$ cat config.mk
export PLATFORM = sky130hd
export DESIGN_NAME = multicycle_control_flat
export DESIGN_NICKNAME = d
export VERILOG_FILES = /design/src/rtl/cpu_types_pkg.sv /design/src/rtl/multicycle_control_if.sv /design/src/rtl/ctrl_class_decode.sv /design/src/rtl/multicycle_control.sv /design/src/flat_wrapper.sv
export SDC_FILE = /design/constraint.sdc
export NUM_CORES = 1
export LEC_CHECK = 0
export ABC_CLOCK_PERIOD_IN_PS = 2200
export BUFFER_PORTS_ARGS = -buffer_cell sky130_fd_sc_hd__buf_2
export CAP_MARGIN = 5
export CORE_UTILIZATION = 48
export CTS_CLUSTER_DIAMETER = 30
export DETAILED_ROUTE_END_ITERATION = 6
export PLACE_DENSITY = 0.8
export SYNTH_ARGS = -nofsm -noshare
export SYNTH_HDL_FRONTEND = slang
export SYNTH_HIERARCHICAL = 1
export SYNTH_SLANG_ARGS = --single-unit
$ cat constraint.sdc
create_clock -name CLK -period 2.2 [get_ports CLK]
set_input_delay 0.11 -clock CLK [delete_from_list [all_inputs] [get_ports CLK]]
set_output_delay 0.11 -clock CLK [all_outputs]
set_load 0.03 [all_outputs]
$ cat src/rtl/cpu_types_pkg.sv
// rtl/cpu_types_pkg.sv - shared types for the multicycle MIPS-subset core control path
package cpu_types_pkg;

  localparam int OP_W   = 6;
  localparam int FUNC_W = 6;

  typedef enum logic [OP_W-1:0] {
    OP_RTYPE = 6'h00,
    OP_J     = 6'h02,
    OP_JAL   = 6'h03,
    OP_BEQ   = 6'h04,
    OP_BNE   = 6'h05,
    OP_ADDI  = 6'h08,
    OP_ADDIU = 6'h09,
    OP_SLTI  = 6'h0A,
    OP_SLTIU = 6'h0B,
    OP_ANDI  = 6'h0C,
    OP_ORI   = 6'h0D,
    OP_XORI  = 6'h0E,
    OP_LUI   = 6'h0F,
    OP_LW    = 6'h23,
    OP_SW    = 6'h2B,
    OP_HALT  = 6'h3F
  } opcode_t;

  typedef enum logic [FUNC_W-1:0] {
    FN_SLL  = 6'h00,
    FN_SRL  = 6'h02,
    FN_JR   = 6'h08,
    FN_ADD  = 6'h20,
    FN_ADDU = 6'h21,
    FN_SUB  = 6'h22,
    FN_SUBU = 6'h23,
    FN_AND  = 6'h24,
    FN_OR   = 6'h25,
    FN_XOR  = 6'h26,
    FN_NOR  = 6'h27,
    FN_SLT  = 6'h2A,
    FN_SLTU = 6'h2B
  } funct_t;

  typedef enum logic [3:0] {
    ALU_SLL  = 4'd0,
    ALU_SRL  = 4'd1,
    ALU_ADD  = 4'd2,
    ALU_SUB  = 4'd3,
    ALU_AND  = 4'd4,
    ALU_OR   = 4'd5,
    ALU_XOR  = 4'd6,
    ALU_NOR  = 4'd7,
    ALU_SLT  = 4'd8,
    ALU_SLTU = 4'd9
  } aluop_t;

  typedef enum logic [2:0] {
    ST_FETCH  = 3'd0,
    ST_DECODE = 3'd1,
    ST_EXEC   = 3'd2,
    ST_MEM    = 3'd3,
    ST_WB     = 3'd4,
    ST_HALTED = 3'd5
  } ctrl_state_t;

  typedef enum logic [1:0] {
    RD_RD  = 2'd0,
    RD_RT  = 2'd1,
    RD_R31 = 2'd2
  } regdst_t;

  typedef enum logic [1:0] {
    SRC_RT    = 2'd0,
    SRC_IMM_S = 2'd1,
    SRC_IMM_Z = 2'd2,
    SRC_SHAMT = 2'd3
  } alusrc_t;

  typedef enum logic [1:0] {
    WS_ALU = 2'd0,
    WS_MEM = 2'd1,
    WS_PC4 = 2'd2,
    WS_LUI = 2'd3
  } wsel_t;

  typedef enum logic [1:0] {
    PC_PC4    = 2'd0,
    PC_BRANCH = 2'd1,
    PC_JUMP   = 2'd2,
    PC_RS     = 2'd3
  } pcsrc_t;

  typedef enum logic [3:0] {
    CL_RALU    = 4'd0,
    CL_SHIFT   = 4'd1,
    CL_IALU_S  = 4'd2,
    CL_IALU_Z  = 4'd3,
    CL_LUI     = 4'd4,
    CL_LOAD    = 4'd5,
    CL_STORE   = 4'd6,
    CL_BRANCH  = 4'd7,
    CL_JUMP    = 4'd8,
    CL_JAL     = 4'd9,
    CL_JR      = 4'd10,
    CL_HALT    = 4'd11,
    CL_ILLEGAL = 4'd12
  } instr_class_t;

  // ALU B operand for each class; held stable from EXEC through WB
  function automatic alusrc_t class_alusrc(instr_class_t c);
    case (c)
      CL_SHIFT:                     return SRC_SHAMT;
      CL_IALU_S, CL_LOAD, CL_STORE: return SRC_IMM_S;
      CL_IALU_Z:                    return SRC_IMM_Z;
      default:                      return SRC_RT;
    endcase
  endfunction

  // Destination register in WB: only R-type writes rd, everything else writes rt
  function automatic regdst_t wb_regdst(instr_class_t c);
    case (c)
      CL_RALU, CL_SHIFT: return RD_RD;
      default:           return RD_RT;
    endcase
  endfunction

  // Writeback data source in WB
  function automatic wsel_t wb_wsel(instr_class_t c);
    case (c)
      CL_LOAD: return WS_MEM;
      CL_LUI:  return WS_LUI;
      default: return WS_ALU;
    endcase
  endfunction

endpackage

$ cat src/rtl/multicycle_control_if.sv
// rtl/multicycle_control_if.sv - control/status bundle between the FSM and the datapath
interface multicycle_control_if;
  import cpu_types_pkg::*;

  // status from decoder, ALU and memories
  logic [OP_W-1:0]   opcode;
  logic [FUNC_W-1:0] funct;
  logic              zero;
  logic              ihit;
  logic              dhit;

  // controls to the datapath
  logic              imemren;
  logic              irwen;
  logic              dmemren;
  logic              dmemwen;
  logic              regwen;
  regdst_t           regdst;
  alusrc_t           alusrc;
  aluop_t            aluop;
  wsel_t             wsel;
  pcsrc_t            pcsrc;
  logic              pcen;
  logic              halt;
  ctrl_state_t       state;

  modport master (
    input  opcode, funct, zero, ihit, dhit,
    output imemren, irwen, dmemren, dmemwen, regwen, regdst, alusrc,
           aluop, wsel, pcsrc, pcen, halt, state
  );

  modport slave (
    output opcode, funct, zero, ihit, dhit,
    input  imemren, irwen, dmemren, dmemwen, regwen, regdst, alusrc,
           aluop, wsel, pcsrc, pcen, halt, state
  );

endinterface

$ cat src/rtl/ctrl_class_decode.sv
// rtl/ctrl_class_decode.sv - maps opcode/funct to an instruction class and ALU operation
module ctrl_class_decode
  import cpu_types_pkg::*;
(
  input  logic [OP_W-1:0]   opcode_i,
  input  logic [FUNC_W-1:0] funct_i,
  output instr_class_t      iclass_o,
  output aluop_t            aluop_o,
  output logic              br_ne_o
);

  // Pure table lookup; anything not listed is ILLEGAL and executes as a NOP
  always_comb begin
    iclass_o = CL_ILLEGAL;
    aluop_o  = ALU_ADD;
    br_ne_o  = 1'b0;
    case (opcode_i)
      OP_RTYPE: begin
        case (funct_i)
          FN_SLL:          begin iclass_o = CL_SHIFT; aluop_o = ALU_SLL;  end
          FN_SRL:          begin iclass_o = CL_SHIFT; aluop_o = ALU_SRL;  end
          FN_JR:           begin iclass_o = CL_JR;                        end
          FN_ADD, FN_ADDU: begin iclass_o = CL_RALU;  aluop_o = ALU_ADD;  end
          FN_SUB, FN_SUBU: begin iclass_o = CL_RALU;  aluop_o = ALU_SUB;  end
          FN_AND:          begin iclass_o = CL_RALU;  aluop_o = ALU_AND;  end
          FN_OR:           begin iclass_o = CL_RALU;  aluop_o = ALU_OR;   end
          FN_XOR:          begin iclass_o = CL_RALU;  aluop_o = ALU_XOR;  end
          FN_NOR:          begin iclass_o = CL_RALU;  aluop_o = ALU_NOR;  end
          FN_SLT:          begin iclass_o = CL_RALU;  aluop_o = ALU_SLT;  end
          FN_SLTU:         begin iclass_o = CL_RALU;  aluop_o = ALU_SLTU; end
          default:         iclass_o = CL_ILLEGAL;
        endcase
      end
      OP_J:              iclass_o = CL_JUMP;
      OP_JAL:            iclass_o = CL_JAL;
      OP_BEQ:            begin iclass_o = CL_BRANCH; aluop_o = ALU_SUB; end
      OP_BNE:            begin iclass_o = CL_BRANCH; aluop_o = ALU_SUB; br_ne_o = 1'b1; end
      OP_ADDI, OP_ADDIU: begin iclass_o = CL_IALU_S; aluop_o = ALU_ADD;  end
      OP_SLTI:           begin iclass_o = CL_IALU_S; aluop_o = ALU_SLT;  end
      OP_SLTIU:          begin iclass_o = CL_IALU_S; aluop_o = ALU_SLTU; end
      OP_ANDI:           begin iclass_o = CL_IALU_Z; aluop_o = ALU_AND;  end
      OP_ORI:            begin iclass_o = CL_IALU_Z; aluop_o = ALU_OR;   end
      OP_XORI:           begin iclass_o = CL_IALU_Z; aluop_o = ALU_XOR;  end
      OP_LUI:            iclass_o = CL_LUI;
      OP_LW:             begin iclass_o = CL_LOAD;  aluop_o = ALU_ADD; end
      OP_SW:             begin iclass_o = CL_STORE; aluop_o = ALU_ADD; end
      OP_HALT:           iclass_o = CL_HALT;
      default:           iclass_o = CL_ILLEGAL;
    endcase
  end

endmodule

$ cat src/rtl/multicycle_control.sv
// rtl/multicycle_control.sv - multicycle FETCH/DECODE/EXEC/MEM/WB control FSM
module multicycle_control
  import cpu_types_pkg::*;
(
  input  logic                 CLK,
  input  logic                 nRST,
  multicycle_control_if.master bus
);

  ctrl_state_t  state_q, state_d;
  instr_class_t iclass;
  aluop_t       class_aluop;
  logic         br_ne;
  logic         br_taken;

  ctrl_class_decode u_decode (
    .opcode_i (bus.opcode),
    .funct_i  (bus.funct),
    .iclass_o (iclass),
    .aluop_o  (class_aluop),
    .br_ne_o  (br_ne)
  );

  // BEQ takes on equal operands, BNE on unequal
  assign br_taken  = br_ne ? ~bus.zero : bus.zero;
  assign bus.state = state_q;

  // State register; a reset anywhere abandons the in-flight instruction
  always_ff @(posedge CLK or negedge nRST) begin
    if (!nRST) begin
      state_q <= ST_FETCH;
    end else begin
      state_q <= state_d;
    end
  end

  // Next state and controls; only ihit, dhit and zero qualify within a state
  always_comb begin
    state_d     = state_q;
    bus.imemren = 1'b0;
    bus.irwen   = 1'b0;
    bus.dmemren = 1'b0;
    bus.dmemwen = 1'b0;
    bus.regwen  = 1'b0;
    bus.regdst  = RD_RD;
    bus.alusrc  = SRC_RT;
    bus.aluop   = ALU_SLL;
    bus.wsel    = WS_ALU;
    bus.pcsrc   = PC_PC4;
    bus.pcen    = 1'b0;
    bus.halt    = 1'b0;

    case (state_q)
      ST_FETCH: begin
        bus.imemren = 1'b1;
        if (bus.ihit) begin
          bus.irwen = 1'b1;
          state_d   = ST_DECODE;
        end
      end

      ST_DECODE: begin
        state_d = (iclass == CL_HALT) ? ST_HALTED : ST_EXEC;
      end

      ST_EXEC: begin
        bus.aluop  = class_aluop;
        bus.alusrc = class_alusrc(iclass);
        case (iclass)
          CL_RALU, CL_SHIFT, CL_IALU_S, CL_IALU_Z, CL_LUI: begin
            state_d = ST_WB;
          end
          CL_LOAD, CL_STORE: begin
            state_d = ST_MEM;
          end
          CL_BRANCH: begin
            bus.pcen  = 1'b1;
            bus.pcsrc = br_taken ? PC_BRANCH : PC_PC4;
            state_d   = ST_FETCH;
          end
          CL_JUMP: begin
            bus.pcen  = 1'b1;
            bus.pcsrc = PC_JUMP;
            state_d   = ST_FETCH;
          end
          CL_JAL: begin
            bus.pcen   = 1'b1;
            bus.pcsrc  = PC_JUMP;
            bus.regwen = 1'b1;
            bus.regdst = RD_R31;
            bus.wsel   = WS_PC4;
            state_d    = ST_FETCH;
          end
          CL_JR: begin
            bus.pcen  = 1'b1;
            bus.pcsrc = PC_RS;
            state_d   = ST_FETCH;
          end
          default: begin
            // unknown encodings retire as a NOP
            bus.pcen  = 1'b1;
            bus.pcsrc = PC_PC4;
            state_d   = ST_FETCH;
          end
        endcase
      end

      ST_MEM: begin
        // keep the address computation stable while the access is pending
        bus.aluop  = class_aluop;
        bus.alusrc = class_alusrc(iclass);
        if (iclass == CL_LOAD) begin
          bus.dmemren = 1'b1;
          if (bus.dhit) begin
            state_d = ST_WB;
          end
        end else if (iclass == CL_STORE) begin
          bus.dmemwen = 1'b1;
          if (bus.dhit) begin
            bus.pcen  = 1'b1;
            bus.pcsrc = PC_PC4;
            state_d   = ST_FETCH;
          end
        end else begin
          state_d = ST_FETCH;
        end
      end

      ST_WB: begin
        bus.aluop  = class_aluop;
        bus.alusrc = class_alusrc(iclass);
        bus.regwen = 1'b1;
        bus.regdst = wb_regdst(iclass);
        bus.wsel   = wb_wsel(iclass);
        bus.pcen   = 1'b1;
        bus.pcsrc  = PC_PC4;
        state_d    = ST_FETCH;
      end

      ST_HALTED: begin
        bus.halt = 1'b1;
      end

      default: begin
        state_d = ST_FETCH;
      end
    endcase
  end

endmodule

$ cat src/flat_wrapper.sv
// flat-port wrapper written by rule: the top's interface ports become plain ports
module multicycle_control_flat import cpu_types_pkg::*;
  (CLK, nRST, bus_opcode, bus_funct, bus_zero, bus_ihit, bus_dhit, bus_imemren, bus_irwen, bus_dmemren, bus_dmemwen, bus_regwen, bus_regdst, bus_alusrc, bus_aluop, bus_wsel, bus_pcsrc, bus_pcen, bus_halt, bus_state);
  multicycle_control_if bus_i ();
  input  logic CLK;
  input  logic nRST;
  input wire logic [$bits(bus_i.opcode)-1:0] bus_opcode;
  input wire logic [$bits(bus_i.funct)-1:0] bus_funct;
  input wire logic [$bits(bus_i.zero)-1:0] bus_zero;
  input wire logic [$bits(bus_i.ihit)-1:0] bus_ihit;
  input wire logic [$bits(bus_i.dhit)-1:0] bus_dhit;
  output wire logic [$bits(bus_i.imemren)-1:0] bus_imemren;
  output wire logic [$bits(bus_i.irwen)-1:0] bus_irwen;
  output wire logic [$bits(bus_i.dmemren)-1:0] bus_dmemren;
  output wire logic [$bits(bus_i.dmemwen)-1:0] bus_dmemwen;
  output wire logic [$bits(bus_i.regwen)-1:0] bus_regwen;
  output wire logic [$bits(bus_i.regdst)-1:0] bus_regdst;
  output wire logic [$bits(bus_i.alusrc)-1:0] bus_alusrc;
  output wire logic [$bits(bus_i.aluop)-1:0] bus_aluop;
  output wire logic [$bits(bus_i.wsel)-1:0] bus_wsel;
  output wire logic [$bits(bus_i.pcsrc)-1:0] bus_pcsrc;
  output wire logic [$bits(bus_i.pcen)-1:0] bus_pcen;
  output wire logic [$bits(bus_i.halt)-1:0] bus_halt;
  output wire logic [$bits(bus_i.state)-1:0] bus_state;
  assign bus_i.opcode = bus_opcode;
  assign bus_i.funct = bus_funct;
  assign bus_i.zero = bus_zero;
  assign bus_i.ihit = bus_ihit;
  assign bus_i.dhit = bus_dhit;
  assign bus_imemren = bus_i.imemren;
  assign bus_irwen = bus_i.irwen;
  assign bus_dmemren = bus_i.dmemren;
  assign bus_dmemwen = bus_i.dmemwen;
  assign bus_regwen = bus_i.regwen;
  assign bus_regdst = bus_i.regdst;
  assign bus_alusrc = bus_i.alusrc;
  assign bus_aluop = bus_i.aluop;
  assign bus_wsel = bus_i.wsel;
  assign bus_pcsrc = bus_i.pcsrc;
  assign bus_pcen = bus_i.pcen;
  assign bus_halt = bus_i.halt;
  assign bus_state = bus_i.state;
  multicycle_control u_core (.CLK(CLK), .nRST(nRST), .bus(bus_i));
endmodule
# Word-level counts from Yosys, hierarchy flattened

Cells that the tools add are included.

Register bits: 3
Bits of input ports: 17
Word-level logic and storage cells: 108

Equal/unequal tests: 46
Multiplexer cells: 41
Bitwise operators: 2
Reduce and logical (&&, ||, !) cells: 18

Operators by type and width:

| cell               | number |
|---|---|
| $eq 6x6->1 const B | 13 |
| $eq 6x4->1 const B | 9 |
| $pmux 4 s10        | 1 |
| $pmux 4 s9         | 1 |
| $pmux 4 s7         | 1 |
| $eq 6x2->1 const B | 3 |
| $mux 1             | 18 |
| $mux 3             | 6 |
| $eq 4x3->1 const B | 4 |
| $eq 4x4->1 const B | 4 |
| $pmux 3 s5         | 1 |
| $eq 6x3->1 const B | 2 |
| $logic_not 6->1    | 2 |
| $pmux 2 s2         | 3 |
| $pmux 2 s3         | 2 |
| $pmux 4 s3         | 1 |
| $reduce_or 2->1    | 6 |
| $reduce_or 10->1   | 1 |
| $reduce_or 3->1    | 3 |
| $eq 4x2->1 const B | 2 |
| $reduce_or 7->1    | 1 |
| $eq 3x2->1 const B | 2 |
| $eq 3x3->1 const B | 2 |
| $mux 2             | 3 |
| other kinds (14)   | 16 |

# Depth between registers and ports, before layout

Gate-level depths: netlist of the first run.

Word-level depth: 8
Mapped depth: 10

# Cells and area by module

Netlist of the first run, hierarchy kept.

Modules (own cells, without submodules):

| module             | times used | cells each | area each (um^2) |
|---|---|---|---|
| multicycle_control | 1          | 63         | 474.2 |
| ctrl_class_decode  | 1          | 71         | 437.9 |

# Worst setup path before layout of the first run

Ideal clock, no wire load.

Path kind: input-to-output
From: input bus_funct[5]
To: output bus_wsel[1]
Arrival: 2389 ps
Path slack: -299 ps
Stages on the path: 7
Path through: dlygate4sd1_1 -> nor3b_1 -> a211oi_1 -> o21ai_1 -> nand4b_1 -> nand2b_1 -> o41ai_1

Cells in the longest elaborated chain, start to end: 7

Ends and longest elaborated chain:

| element                                                                     | line                                           | text |
|---|---|---|
| start, declared                                                             | flat_wrapper.sv:8                              | `input wire logic [$bits(bus_i.funct)-1:0] bus_funct;` |
| $eq 6x6->1, or another cell as far along                                    | ctrl_class_decode.sv:19                        | `case (funct_i)` |
| $reduce_or 10->1 (no source line) / $reduce_or 2->1 (equally long branches) | n/a                                            |  |
| $pmux 4 s3 (*)                                                              | ctrl_class_decode.sv:19                        |  |
| $pmux 4 s10 (*)                                                             | ctrl_class_decode.sv:17                        | `case (opcode_i)` |
| net u_core.iclass[3]                                                        | multicycle_control.sv:11                       | `instr_class_t iclass;` |
| $eq 4x3->1 / $eq 4x4->1 (equally long branches)                             | cpu_types_pkg.sv:127, multicycle_control.sv:69 |  |
| $pmux 2 s2 / $mux 2 (equally long branches)                                 | cpu_types_pkg.sv:127, multicycle_control.sv:69 |  |
| $pmux 2 s2 (*)                                                              | multicycle_control.sv:53                       | `case (state_q)` |
| end, declared                                                               | flat_wrapper.sv:20                             | `output wire logic [$bits(bus_i.wsel)-1:0] bus_wsel;` |

The timed path passes the listed nets; every way through them passes the cells marked *.

# Worst setup path in the final report of the first run

From: input bus_funct[2]
To: output bus_wsel[1]

The elaborated chain is that of the path after synthesis.

==> flow_metrics.py, run 1 <==
metrics = {
    "run_status": {
        "status": "complete, no violations",
    },
    "setup_path": {
        "cp_top_family": "simple AND/OR/NAND/NOR gates",
        "path_buf_inv": 3,
        "ff2ff_setup_slack_ps": 910,
        "critical_path.startpoint": "bus_funct[2]",
        "worstReg2RegStart": "u_core/bus.state[2]",
        "r2r_cells": 4,
        "path_common_cell": "buf_2",
        "crit_chain": "buf_2 > buf_4 > nor4bb_1 > a211oi_1 > o21ai_1 > nand4b_1 > nand2b_1 > o41ai_2 > buf_2",
        "max_stage_delay_ps": 290,
        "worstPathMaxFanout": 6,
        "worstReg2RegEnd": "u_core/bus.state[2]",
        "crit_slowest_cell": "o41ai_2",
        "crit_cells": 9,
        "cp.arrival_ps": 1990,
        "critPathCaptureType": "primary output",
        "endpoint": "bus_wsel[1]",
        "path_class": "input port to primary output",
        "required_ps": 2090,
        "start_kind": "input port",
    },
    "layout": {
        "ff_latch_area_sq_um": 75.1,
        "multi_input_area_sq_um": 807,
        "fin_area_sq_mm": 0.00122,
        "largest_reg_flops": 3,
        "drive_gt1_share_pct": 40.7,
        "synthToLayoutAreaGrowth_pct": 34.3,
        "diodes": 0,
        "nNetsFinal": 195,
        "stdcell_count": 202,
        "nFillCells": 157,
    },
    "sta": {
        "min_period_over_period_pct": 95.7,
        "period_needed_ps": 2100,
        "report.final.slew_viol_count": 0,
        "setup_viol": 0,
        "final-hold-violation-count": 0,
        "max_freq_mhz": 475,
        "relSlewSlack_pct": 71.7,
        "finClkSkew_ps": 0.293,
        "tightest_slew_ps": 425,
    },
    "global_routing": {
        "grt_pass1_vias": 915,
        "antenna_found_initial": 0,
        "grt_pass1_wl_mm": 3.62,
        "gr-total-overflow": 0,
        "grt_max_degree": 15,
        "grt.total_usage_pct": 23.2,
    },
    "detailed_routing": {
        "drt_pass1_iterations": 5,
        "drc": 0,
        "viasPerCell": 5.85,
        "antenna_left": 0,
        "vias": 1181,
        "drtIter0Drc": 27,
        "routed_wl_mm": 2.50,
        "post_drt_wl_per_cell_um": 12.4,
    },
    "synthesis": {
        "synth_common_cells": "nand2_1 (14), nor2_1 (11), o21ai_0 (7)",
        "yosysTopAreaCellShare_pct": 8.23,
        "ys_ff_latch": 3,
        "synth_area_sq_um": 912,
        "ys_warn_count": 6,
        "synthTopCellsByArea": "dfrtp_1 (8.2%), nand2_1 (5.8%), nor2_1 (4.5%)",
        "synthFlopType": "dfrtp_1",
        "synth-seq-area-share_pct": 8.23,
        "synthCells": 134,
        "synth.distinct_cells": 57,
        "synth_top_area_cell": "dfrtp_1",
        "synth-edff-count": 0,
        "async_reset_ff_share_pct": 100,
        "syn-num-nets": 151,
        "synthMostInstantiatedCell": "nand2_1",
        "syn_area_per_cell_sq_um": 6.81,
    },
    "clock_tree": {
        "clk_latency_ps": 240,
        "cts_sinks": 3,
        "htree_levels": 1,
        "cts.path.max_buffers": 2,
        "cts_root_buf": "clkbuf_4",
        "path_clk_slew_ps": 40,
        "cts_buffers": 3,
        "cts_tree": "built",
    },
    "power": {
        "vdd_drop_max_v": 0.000363,
        "p_per_area_mw_per_mm2": 589,
        "power_uw": 721,
        "power.leakage_nw": 0.571,
    },
    "placement": {
        "dp_hpwl_mm": 1.85,
        "portBuffers": 38,
        "place_area_sq_mm": 0.00115,
        "place_congestion": 0.832,
        "dp_cells": 195,
    },
    "floorplanning": {
        "start_util_pct": 52.3,
        "die_w_um": 45.6,
        "fp-row-count": 15,
        "pin_count": 39,
        "die-area_sq_mm": 0.00208,
        "die_h_um": 45.6,
        "core_area_sq_mm": 0.00175,
    },
    "worst_hold_path": {
        "min_path_type": "input port to flop",
    },
    "run": {
        "drv_cap": 0,
    },
}
layout by cell type, fill, tap and decap left out, types with 3 or more instances in the layout:
| master | count |
|---|---|
| o21ai_0 | 7 |
| nor2b_1 | 6 |
| clkbuf_4 | 3 |
| nand2_1 | 14 |
| and2_1 | 3 |
| nand2b_1 | 3 |
| nand3_1 | 4 |
| nand4_1 | 3 |
| dfrtp_1 | 3 |
| a21oi_2 | 3 |
| buf_2 | 37 |
| inv_1 | 4 |
| nor3b_1 | 3 |
| nor2_1 | 11 |
| nor3_1 | 6 |
| a21oi_1 | 6 |
| buf_4 | 7 |
where the power goes:
| group | switching [mW] | internal [mW] |
|---|---|---|
| combinational | 0.321 | 0.180 |
| sequential | 0.0432 | 0.0731 |
| clock | 0.0353 | 0.0684 |
| total | 0.399 | 0.322 |
worst register-to-register path, stage by stage, from the launching register on:
cell     delay [ps]
dfrtp_1         590
nor2b_4         100
and4_1          200
a31oi_1         190
a21oi_2          80
per-layer routing:
metal | up-vias | track usage (%) | part of all wire [%]
met4 | 0 | 7.27 | 0.96
met2 | 54 | 44.9 | 52
li1 | 583 | - | -
met3 | 4 | 1.59 | 6.2
met5 | - | 0 | 0
met1 | 540 | 26.4 | 41
worst min path at each step:
stage                          end  startpoint  depth (start not counted)
2_1_floorplan  u_core/bus.state[0]        nRST                          0
4_1_cts        u_core/bus.state[0]    bus_ihit                          3
6_report       u_core/bus.state[0]    bus_ihit                          3
5_1_grt        u_core/bus.state[0]    bus_ihit                          3
3_3_place_gp   u_core/bus.state[2]        nRST                          1
3_5_place_dp   u_core/bus.state[0]        nRST                          1
layout make-up:
cell class | count | area share, %
Multi-Input combinational cell | 119 | 65.9
Timing Repair Buffer | 47 | 22.1
Sequential cell | 3 | 6.13
Tap cell | 25 | 2.55
Clock buffer | 4 | 2.15
Inverter | 4 | 1.23
cells by family after synthesis:
family	share of synthesized area [%]
XOR/XNOR	2.74
multiplexers	1.10
AO/OA/AOI/OAI	25.9
flip-flops	8.23
AND/OR/NAND/NOR	54.9
buffers and inverters	7.13
what timing repair did:
action	4_1_cts	5_1_grt
gates resized for setup	0	6
endpoints found under the hold margin	3	0
buffers inserted	0	2
hold buffers	1	0
endpoints found under the setup margin	0	3
through the flow:
stage / setup slack, ps / utilization [%] / hold WS [ps] / setup TNS, ps
floorplan: 2.00 / - / -186 / 0
global placement: 67.8 / 66.1 / -97.1 / 0
detailed placement: 19.3 / 66.1 / -91.2 / 0
CTS: 17.0 / 68.2 / 145 / 0
global route: -2.58 / 70.2 / 151 / -2.58
finish: 95.4 / 70.2 / 148 / 0
Power figures use the tool's default switching activity.
==> run 2: changes to the inputs <==
--- a/config.mk
+++ b/config.mk
@@ -7,7 +7,8 @@
 export LEC_CHECK = 0
 export ABC_CLOCK_PERIOD_IN_PS = 2200
 export BUFFER_PORTS_ARGS = -buffer_cell sky130_fd_sc_hd__buf_2
-export CAP_MARGIN = 5
+export CAP_MARGIN = 30
+export CORE_MARGIN = 2
 export CORE_UTILIZATION = 48
 export CTS_CLUSTER_DIAMETER = 30
 export DETAILED_ROUTE_END_ITERATION = 6
==> flow_metrics.py, run 2 (synthesis gave the netlist of run 1 again) <==
metrics = {
    "run_status": {
        "status": "complete, no violations",
    },
    "global_routing": {
        "gr-total-overflow": 0,
        "grt_max_degree": 15,
        "grt_pass1_vias": 991,
        "antenna_found_initial": 0,
        "grt_pass1_wl_mm": 4.17,
        "grt.total_usage_pct": 24.6,
    },
    "setup_path": {
        "path_buf_inv": 3,
        "critPathCaptureType": "primary output",
        "required_ps": 2090,
        "cp.arrival_ps": 2000,
        "max_stage_delay_ps": 430,
        "path_common_cell": "buf_2",
        "start_kind": "input port",
        "path_class": "input port to primary output",
        "worstPathMaxFanout": 6,
        "cp_top_family": "simple AND/OR/NAND/NOR gates",
        "crit_slowest_cell": "or4_1",
        "crit_chain": "buf_2 > or3b_1 > or4_1 > o221ai_2 > buf_6 > xor2_2 > nor3b_2 > buf_2",
    },
    "clock_tree": {
        "htree_levels": 1,
        "cts_sinks": 3,
        "cts_root_buf": "clkbuf_4",
        "clk_latency_ps": 230,
        "cts.path.max_buffers": 2,
        "path_clk_slew_ps": 40,
        "cts_buffers": 3,
        "cts_tree": "built",
    },
    "detailed_routing": {
        "post_drt_wl_per_cell_um": 13.3,
        "viasPerCell": 5.96,
        "drc": 0,
        "drt_pass1_iterations": 4,
        "vias": 1216,
        "routed_wl_mm": 2.71,
        "antenna_left": 0,
        "drtIter0Drc": 48,
    },
    "floorplanning": {
        "fp-row-count": 15,
        "core_area_sq_mm": 0.00176,
        "start_util_pct": 51.7,
        "die_h_um": 47.6,
        "die-area_sq_mm": 0.00226,
        "die_w_um": 47.6,
        "pin_count": 39,
    },
    "sta": {
        "hold_ws_ps": 172,
        "relSlewSlack_pct": 69.8,
        "tightest_slew_ps": 446,
        "worst_slack_ps": 91.2,
        "max_freq_mhz": 474,
        "finClkSkew_ps": 5.90,
        "setup_viol": 0,
        "report.final.slew_viol_count": 0,
        "period_needed_ps": 2110,
        "min_period_over_period_pct": 95.9,
        "final-hold-violation-count": 0,
    },
    "placement": {
        "dp_cells": 197,
        "place_congestion": 0.881,
        "place_area_sq_mm": 0.00117,
        "dp_hpwl_mm": 2.06,
        "portBuffers": 38,
        "dp_slack_ps": 23.5,
    },
    "layout": {
        "synthToLayoutAreaGrowth_pct": 35.9,
        "drive_gt1_share_pct": 41.3,
        "final_common_cell": "buf_2",
        "final_util_pct": 70.3,
        "stdcell_count": 204,
        "diodes": 0,
        "largest_reg_flops": 3,
        "fin_area_sq_mm": 0.00124,
        "layout_common_cells": "buf_2 (37), nand2_1 (14), nor2_1 (11), buf_4 (9), o21ai_0 (7)",
        "nNetsFinal": 197,
        "nFillCells": 164,
    },
    "run": {
        "drv_cap": 0,
    },
    "power": {
        "vdd_drop_max_v": 0.000435,
        "power.leakage_nw": 0.587,
        "p_per_area_mw_per_mm2": 584,
    },
    "worst_hold_path": {
        "min_path_type": "input port to flop",
    },
}
==> run 2: routing by layer <==
layer / routed length, um / track usage (%)
met1: 1150 / 31.1
met4: 61 / 4.86
met2: 1360 / 44.9
met3: 130 / 2.64
met5: 0 / 0
==> run 2: worst paths after layout <==
path	from	end	slack, ps	cells past startpoint
worst max register to register	u_core/bus.state[2]	u_core/bus.state[2]	880	4
min in group asynchronous	nRST	u_core/bus.state[2]	220	2
worst min-delay path	bus_ihit	u_core/bus.state[2]	170	3
worst min register to register	u_core/bus.state[1]	u_core/bus.state[2]	700	2
worst max-delay path	bus_funct[2]	bus_alusrc[0]	90	8
max in group asynchronous	nRST	u_core/bus.state[1]	1870	2
==> run 2: where the power goes <==
part           internal [mW]  switching, mW
Combinational          0.178          0.335
Clock                 0.0679         0.0278
Sequential            0.0732         0.0426
==> run 2: cell type report <==
type	instances	area, sq um	share of cell area [%]
flip-flops and latches	3	75.1	6.05
clock buffers	4	26.3	2.12
well taps	25	31.3	2.52
inverters	4	15.0	1.21
multi-input cells	119	811	65.4
repair buffers	49	282	22.7
==> run 2: tightest hold or removal path, cell delays in order <==
cell	delay [ps]
buf_2	100
o41ai_1	70
a21oi_2	90
==> run 2: through the flow <==
stage               setup TNS, ps  total power, mW
finish                          0            0.725
global route                -35.3            0.787
floorplan                       0            0.471
global placement                0            0.590
detailed placement              0            0.610
CTS                             0            0.713
==> run 2: timing repair <==
item	4_1_cts	5_1_grt
setup buffers	0	2
gates resized for setup	0	4
endpoints found under the hold margin	3	0
setup endpoints to repair	0	3
hold buffers	1	0
==> run 3: changes to the inputs <==
--- a/config.mk
+++ b/config.mk
@@ -8,11 +8,12 @@
 export ABC_CLOCK_PERIOD_IN_PS = 2200
 export BUFFER_PORTS_ARGS = -buffer_cell sky130_fd_sc_hd__buf_2
 export CAP_MARGIN = 30
+export CORE_ASPECT_RATIO = 1.1
 export CORE_MARGIN = 2
-export CORE_UTILIZATION = 48
+export CORE_UTILIZATION = 40
 export CTS_CLUSTER_DIAMETER = 30
 export DETAILED_ROUTE_END_ITERATION = 6
-export PLACE_DENSITY = 0.8
+export PLACE_DENSITY = 0.69
 export SYNTH_ARGS = -nofsm -noshare
 export SYNTH_HDL_FRONTEND = slang
 export SYNTH_HIERARCHICAL = 1
==> constraint.sdc (replaced) <==
create_clock -name CLK -period 2.2 [get_ports CLK]
set_input_delay 0.22 -clock CLK [delete_from_list [all_inputs] [get_ports CLK]]
set_output_delay 0.22 -clock CLK [all_outputs]
set_load 0.03 [all_outputs]
==> flow_metrics.py, run 3 (synthesis gave the netlist of run 1 again) <==
metrics = {
    "worst_hold_path": {
        "min_path_type": "input port to flop",
        "hold_start": "bus_ihit",
    },
    "run_status": {
        "failed_checks": "negative setup slack",
        "status": "finished with violations",
    },
    "clock_tree": {
        "clk_latency_ps": 230,
        "cts.path.max_buffers": 2,
        "cts_buffers": 3,
        "cts_root_buf": "clkbuf_4",
        "cts_sinks": 3,
        "htree_levels": 1,
        "path_clk_slew_ps": 40,
        "cts_tree": "built",
    },
    "floorplanning": {
        "fp-row-count": 18,
        "pin_count": 39,
        "core_area_sq_mm": 0.00221,
        "die_w_um": 49.5,
        "die-area_sq_mm": 0.00268,
        "die_h_um": 54.1,
        "start_util_pct": 41.3,
    },
    "global_routing": {
        "grt.total_usage_pct": 22.0,
        "gr-total-overflow": 0,
        "grt_pass1_vias": 1118,
        "grt_max_degree": 15,
        "antenna_found_initial": 0,
        "grt_pass1_wl_mm": 4.74,
    },
    "sta": {
        "relSlewSlack_pct": 68.5,
        "worst_slack_ps": -21.0,
        "final-hold-violation-count": 0,
        "max_freq_mhz": 450,
        "finClkSkew_ps": 0.467,
        "grt_setup_unrepaired": "true",
        "period_needed_ps": 2220,
        "setup_viol": 3,
        "tightest_slew_ps": 468,
        "min_period_over_period_pct": 101,
        "report.final.slew_viol_count": 0,
    },
    "detailed_routing": {
        "vias": 1221,
        "antenna_left": 0,
        "routed_wl_mm": 2.82,
        "post_drt_wl_per_cell_um": 12.8,
        "drtIter0Drc": 21,
        "drt_pass1_iterations": 4,
        "drc": 0,
        "viasPerCell": 5.55,
    },
    "layout": {
        "stdcell_count": 220,
        "final_util_pct": 65.8,
        "diodes": 0,
        "nFillCells": 202,
        "drive_gt1_share_pct": 49.5,
        "layout_common_cells": "buf_2 (28), buf_4 (25), nand2_1 (13), nor2_1 (10)",
        "nNetsFinal": 208,
        "synthToLayoutAreaGrowth_pct": 59.3,
        "ff_latch_area_sq_um": 75.1,
        "final_common_cell": "buf_2",
        "multi_input_area_sq_um": 893,
        "largest_reg_flops": 3,
    },
    "placement": {
        "place_congestion": 0.842,
        "portBuffers": 38,
        "dp_cells": 213,
        "dp_slack_ps": -165,
        "dp_hpwl_mm": 2.10,
    },
    "power": {
        "power.leakage_nw": 0.677,
        "power_uw": 781,
        "p_per_area_mw_per_mm2": 538,
        "vdd_drop_max_v": 0.000484,
    },
    "setup_path": {
        "worstPathMaxFanout": 4,
        "critical_path.startpoint": "bus_funct[2]",
        "required_ps": 1980,
        "cp.arrival_ps": 2000,
        "path_class": "input port to primary output",
        "start_kind": "input port",
        "critPathCaptureType": "primary output",
        "worstReg2RegStart": "u_core/bus.state[2]",
    },
    "run": {
        "drv_cap": 0,
    },
}
==> run 3: path summary, 6_finish.rpt <==
kind	endpoint	slack, ps	cells past startpoint
max in group asynchronous	u_core/bus.state[2]	1770	2
max reg2reg	u_core/bus.state[2]	880	4
min in group asynchronous	u_core/bus.state[0]	320	2
max	bus_alusrc[0]	-20	8
min reg2reg	u_core/bus.state[1]	680	1
min	u_core/bus.state[0]	270	3
==> run 3: routing by layer <==
layer	GRT usage (%)	vias up	routed length, um
met2	40.9	38	1460
met5	0	-	0
met3	3.61	2	132
li1	-	614	-
met1	26.4	567	1210
met4	6.02	0	12
==> run 3: stage by stage <==
| step | hold slack (ps) | TNS, ps | instance area (sq um) |
|---|---|---|---|
| 3_5_place_dp | 19.0 | -753 | 1290 |
| 4_1_cts | 273 | -89.5 | 1400 |
| 2_1_floorplan | -75.6 | -520 | 980 |
| 3_3_place_gp | 11.5 | -322 | 1290 |
| 5_1_grt | 300 | -535 | 1450 |
| 6_report | 269 | -36.0 | 1450 |
==> run 3: repair_timing <==
| action | in CTS | in global routing |
|---|---|---|
| hold endpoints to repair | 3 | 0 |
| hold buffers | 1 | 0 |
| setup endpoints to repair | 8 | 11 |
| resized for setup | 18 | 13 |
| pin swaps | 5 | 4 |
| buffers inserted | 1 | 1 |
==> run 3: worst max-delay path, stage by stage <==
cell	delay (ps)
buf_6	90
or3b_4	390
or4_4	440
o221ai_4	220
buf_6	140
xor2_2	140
nor3b_4	200
buf_6	150
==> run 3: cell type report <==
type	instances	share of cell area (%)
repair buffers	60	27.9
inverters	4	1.03
well taps	30	2.58
flip-flops and latches	3	5.17
clock buffers	4	1.81
multi-input cells	119	61.5
==> run 3: where the power goes <==
part / total, mW / leakage, nW / switching [mW] / internal, mW
Combinational: 0.565 / 0.622 / 0.347 / 0.217
Clock: 0.0991 / 0.0150 / 0.0310 / 0.0681
Sequential: 0.118 / 0.0396 / 0.0444 / 0.0731
Total: 0.781 / 0.677 / 0.423 / 0.358
